==> src/rtl/system_unit.sv <==
// System unit: 64-bit cycle/time/instret counters, RD* counter reads, SCALL/SBREAK trap handshake.
// Reads answer one cycle after acceptance; o_busy holds upstream off while a trap waits for i_trap_ack.
package system_unit_pkg;
    typedef enum logic [3:0] {
        NOP,
        SCALL,
        SBREAK,
        RDCYCLE,
        RDCYCLEH,
        RDTIME,
        RDTIMEH,
        RDINSTRET,
        RDINSTRETH,
        FENCE,
        WFI
    } t_sysop;
endpackage

module system_unit
    import system_unit_pkg::*;
#(
    parameter int unsigned TIME_DIV   = 16,
    parameter int unsigned XLEN       = 32,
    // cycle counter reset value; 0 in normal use, nonzero only to start next to a carry boundary
    parameter logic [63:0] CYCLE_INIT = 64'd0
) (
    input  logic            i_clk,
    input  logic            i_rst_n,
    input  logic            i_valid,
    input  t_sysop          i_sysop,
    input  logic [XLEN-1:0] i_pc,
    input  logic            i_retire,
    output logic            o_busy,
    output logic            o_valid,
    output logic [XLEN-1:0] o_result,
    output logic            o_trap,
    output logic            o_trap_cause,
    output logic [XLEN-1:0] o_epc,
    input  logic            i_trap_ack
);
    localparam int unsigned   PW         = (TIME_DIV > 1) ? $clog2(TIME_DIV) : 1;
    localparam logic [PW-1:0] PRESC_LAST = PW'(TIME_DIV - 1);

    typedef enum logic [1:0] {
        ST_IDLE,
        ST_RESP,
        ST_TRAP
    } state_t;

    state_t        state_q;
    state_t        state_d;
    logic [63:0]   cycle_q;
    logic [63:0]   time_q;
    logic [63:0]   instret_q;
    logic [PW-1:0] presc_q;
    logic          time_tick;

    logic          rd_req;
    logic          rd_high;
    logic          trap_req;
    logic [63:0]   rd_src;
    logic [31:0]   rd_half;
    logic          accept_rd;
    logic          accept_trap;

    assign time_tick = (presc_q == PRESC_LAST);

    always_ff @(posedge i_clk or negedge i_rst_n) begin
        if (!i_rst_n) begin
            cycle_q   <= CYCLE_INIT;
            time_q    <= '0;
            instret_q <= '0;
            presc_q   <= '0;
        end else begin
            cycle_q <= cycle_q + 64'd1;
            presc_q <= time_tick ? '0 : presc_q + PW'(1);
            if (time_tick) begin
                time_q <= time_q + 64'd1;
            end
            if (i_retire) begin
                instret_q <= instret_q + 64'd1;
            end
        end
    end

    // Reads sample the registered counters, so a same-cycle increment is never visible
    always_comb begin
        rd_req   = 1'b0;
        rd_high  = 1'b0;
        trap_req = 1'b0;
        rd_src   = cycle_q;
        case (i_sysop)
            RDCYCLE: begin
                rd_req = 1'b1;
            end
            RDCYCLEH: begin
                rd_req  = 1'b1;
                rd_high = 1'b1;
            end
            RDTIME: begin
                rd_req = 1'b1;
                rd_src = time_q;
            end
            RDTIMEH: begin
                rd_req  = 1'b1;
                rd_high = 1'b1;
                rd_src  = time_q;
            end
            RDINSTRET: begin
                rd_req = 1'b1;
                rd_src = instret_q;
            end
            RDINSTRETH: begin
                rd_req  = 1'b1;
                rd_high = 1'b1;
                rd_src  = instret_q;
            end
            SCALL, SBREAK: begin
                trap_req = 1'b1;
            end
            default: begin
            end
        endcase
    end

    assign rd_half = rd_high ? rd_src[63:32] : rd_src[31:0];

    always_ff @(posedge i_clk or negedge i_rst_n) begin
        if (!i_rst_n) begin
            state_q <= ST_IDLE;
        end else begin
            state_q <= state_d;
        end
    end

    always_comb begin
        state_d     = state_q;
        accept_rd   = 1'b0;
        accept_trap = 1'b0;
        case (state_q)
            ST_IDLE: begin
                if (i_valid && rd_req) begin
                    state_d   = ST_RESP;
                    accept_rd = 1'b1;
                end else if (i_valid && trap_req) begin
                    state_d     = ST_TRAP;
                    accept_trap = 1'b1;
                end
            end
            ST_RESP: begin
                state_d = ST_IDLE;
            end
            ST_TRAP: begin
                if (i_trap_ack) begin
                    state_d = ST_IDLE;
                end
            end
            default: begin
                state_d = ST_IDLE;
            end
        endcase
    end

    // Result and trap info persist after their handshake until overwritten
    always_ff @(posedge i_clk or negedge i_rst_n) begin
        if (!i_rst_n) begin
            o_result     <= '0;
            o_trap_cause <= 1'b0;
            o_epc        <= '0;
        end else begin
            if (accept_rd) begin
                o_result <= XLEN'(rd_half);
            end
            if (accept_trap) begin
                o_trap_cause <= (i_sysop == SBREAK);
                o_epc        <= i_pc;
            end
        end
    end

    assign o_valid = (state_q == ST_RESP);
    assign o_busy  = (state_q == ST_TRAP);
    assign o_trap  = (state_q == ST_TRAP);

endmodule

==> config.mk <==
export PLATFORM = sky130hd
export DESIGN_NAME = system_unit
export DESIGN_NICKNAME = d
export VERILOG_FILES = /design/src/rtl/system_unit.sv
export SDC_FILE = /design/constraint.sdc
export NUM_CORES = 1
export LEC_CHECK = 0
export ABC_AREA = 1
export BUFFER_PORTS_ARGS = -buffer_cell sky130_fd_sc_hd__buf_4
export CAP_MARGIN = 0
export CORE_ASPECT_RATIO = 1.1
export CORE_UTILIZATION = 65
export CTS_CLUSTER_DIAMETER = 80
export CTS_CLUSTER_SIZE = 28
export DETAILED_ROUTE_END_ITERATION = 8
export MAX_ROUTING_LAYER = met4
export PLACE_DENSITY = 0.86
export SYNTH_ARGS = -nofsm -noshare
export SYNTH_HDL_FRONTEND = slang
export SYNTH_SLANG_ARGS = --single-unit
==> constraint.sdc <==
create_clock -name i_clk -period 2.52 [get_ports i_clk]
set_input_delay 0.504 -clock i_clk [delete_from_list [all_inputs] [get_ports i_clk]]
set_output_delay 0.504 -clock i_clk [all_outputs]
set_load 0.05 [all_outputs]
==> impl_metrics.ini <==
[cts]
numCtsBuffers = 15
clock-root-buffer = sky130_fd_sc_hd__clkbuf_16
clkSlewWorstSetupHoldPaths_ns = 0.11
cts_sinks = 263
cts_tree = built
h-tree-depth = 1
source_to_sink_clock_delay_at_the_later_pin_of_the_worst_skew_pair_ns = 0.51
clk_path_buf_depth = 3

[finish]
area_growth_syn_to_layout_pct = 11.1
layout-drive-gt1-share_pct = 8.74
filler_cell_count = 1761
nets = 2338
most-common-layout-cells = sky130_fd_sc_hd__nand2_1, sky130_fd_sc_hd__nor2_1, sky130_fd_sc_hd__dfrtp_1
mostFrequentLayoutCell = sky130_fd_sc_hd__nand2_1
stdcell_count = 2600

[sta]
relative_slew_slack_pct = 49.1
hold_viol = 0
rsz0062_at_grt = no
setup_violations = 0
final_min_period_over_clock_period_pct = 81.8
worst_pin_slew_ns = 0.760
skew_ns = 0.0158
shortest_period_the_worst_path_allows_ns = 2.06
maxSlewViolCount = 0
setup_tns_ns = 0
clock.fmax_mhz = 485

[pwr]
static-leakage-power_nw = 7.86
ir_drop_v = 0.000440
cellPowerDensity_nw_per_um2 = 561

[worst_hold_path]
min-delay-path-class = in2reg

[global_route]
initial_antenna_violation_count = 1
grt_remaining_overflow = 0
grtUsageTotal_pct = 45.3
largest_net_degree_at_the_start_of_global_routing = 76
grt_pass1_vias = 14800
grt_pass1_wl_microns = 80600

[routing]
via_total_after_detailed_routing = 15600
wl_microns = 52600
antenna_left = 0
iteration_count_of_the_initial_detailed_routing_pass = 8
wl_per_cell_microns = 20.2
post_drt_via_cell_ratio = 6.00
drt_first_iter_violations = 1700
drc_errors = 0

[status]
outcome = completed

[synth]
synth_top_area_share_pct = 42.8
ys.flop_type = sky130_fd_sc_hd__dfrtp_1
syn_area_per_cell_sq_um = 7.02
netlist.top_cell.by_area = sky130_fd_sc_hd__dfrtp_1
synth.ff_latch_count = 263
post_synth_instance_area_sq_um = 15400
seq_total_area_yosys_pct = 42.8
synth.distinct_cells = 30
largest_cells_by_area_after_synthesis = sky130_fd_sc_hd__dfrtp_1, sky130_fd_sc_hd__nand2_1, sky130_fd_sc_hd__nor2_1, sky130_fd_sc_hd__nand3_1, sky130_fd_sc_hd__inv_1
synth_enable_flop_cells = 0
syn-num-nets = 2236
asyncSetResetFlopFracSynth_pct = 100
syn_inst = 2191
yosys_warnings = 0

[die]
pin_count = 109
start_util_pct = 66.7
die_area_sq_um = 24300
core_region_area_sq_um = 23100
chip_width_microns = 149
std_cell_rows = 58
die_h_microns = 163

[setup_path]
endpoint_kind_of_the_worst_setup_timing_path = flip-flop
arrival_ns = 2.45
critical_path.cell_chain = ha_1, nand2_2, nor2_4, nand3_1, nor2_2, nand3_1, o21ai_0, nand2_1
cp-start-kind = flip-flop
slowest_stage = sky130_fd_sc_hd__dfrtp_1
endpoint_required_time_on_the_critical_path_ns = 2.91
setup.worst_path.class = reg2reg
critPathMaxFanout = 7
slowest_delay_ns = 0.38
cpMostUsedCell = sky130_fd_sc_hd__nand3_1

[placement]
place.port_buffers = 108
post-place-cells = 2575
place.gp.congestion = 1.10
dp_hpwl_microns = 40900

[flow_run]
timing.max_cap.violations = 0
logic make-up after synthesis:
family                   share of synthesized area, %
XOR/XNOR                                         6.89
flip-flops                                       42.8
AO/OA/AOI/OAI                                    1.87
adder cells (fa/ha/maj)                         0.325
AND/OR/NAND/NOR                                  41.8
buffers and inverters                            6.35
layout make-up:
type	instances	area, sq um	share of cell area [%]
Antenna cell	1	2.50	0.0146
Clock buffer	15	375	2.20
Clock inverter	8	120	0.703
Inverter	202	758	4.44
Multi-Input combinational cell	1681	7830	45.8
Sequential cell	263	6580	38.5
Tap cell	300	375	2.20
Timing Repair Buffer	130	1050	6.14
critical path: cells and delay by family (launching register included):
family	cells	cell delay (ns)
simple gates	6	1.05
fa+ha+maj	1	0.29
compound gates	1	0.22
flops	1	0.38
synthesized netlist by cell type (all sizes together), types with 2 or more instances:
master	instances
a21oi	29
and2	8
buf	38
clkbuf	7
dfrtp	263
ha	4
inv	202
nand2	759
nand3	245
nand3b	15
nand4	66
nor2	357
nor3	44
o21ai	27
or2	2
xnor2	41
xor2	80
power breakdown:
group          switching [mW]  internal [mW]
clock network            1.53           1.34
logic                    1.42          0.552
registers               0.246           4.50
stage by stage:
stage / util, % / setup slack, ns / hold WS (ns) / area, sq um / power [mW]
floorplan: - / 0.599 / 0.208 / 15400 / 6.02
global placement: 71.9 / 0.506 / 0.453 / 16600 / 6.71
detailed placement: 71.9 / 0.406 / 0.461 / 16600 / 6.77
CTS: 74.0 / 0.473 / 0.162 / 17100 / 9.56
global route: 74.1 / 0.296 / 0.180 / 17100 / 9.85
finish: 74.1 / 0.459 / 0.166 / 17100 / 9.59
routing by layer:
metal  vias up  part of all wire (%)  track usage [%]  wire [microns]
met3       219                    11             9.19            5980
li1       7132                     -                -               -
met5         -                     0                -               0
met2      1026                    44             68.5           23400
met1      7218                    37             55.6           19500
met4         0                   7.2             29.1            3770
final timing paths:
| kind | to | start | slack [ns] | cells after the start |
|---|---|---|---|---|
| max | time_q[53] | presc_q[0] | 0.46 | 8 |
| min | state_q[1] | i_trap_ack | 0.17 | 2 |
| max reg2reg | time_q[53] | presc_q[0] | 0.46 | 8 |
| min reg2reg | o_epc[10] | o_epc[10] | 0.48 | 2 |
| max in group asynchronous | instret_q[48] | i_rst_n | 1.14 | 3 |
| min in group asynchronous | o_result[17] | i_rst_n | 0.56 | 2 |
registers in the layout, summed over array words and instances (netlist names):
signal,flops
cycle_q,64
instret_q,64
time_q,64
o_epc,32
o_result,32
presc_q,4
state_q,2
o_trap_cause,1
timing repair:
action / in CTS / in global routing
hold buffers: 1 / 0
setup buffers: 0 / 0
endpoints found under the hold margin: 20 / 0
resized for setup: 0 / 0
No activity file was read; power rests on OpenSTA's default activity.
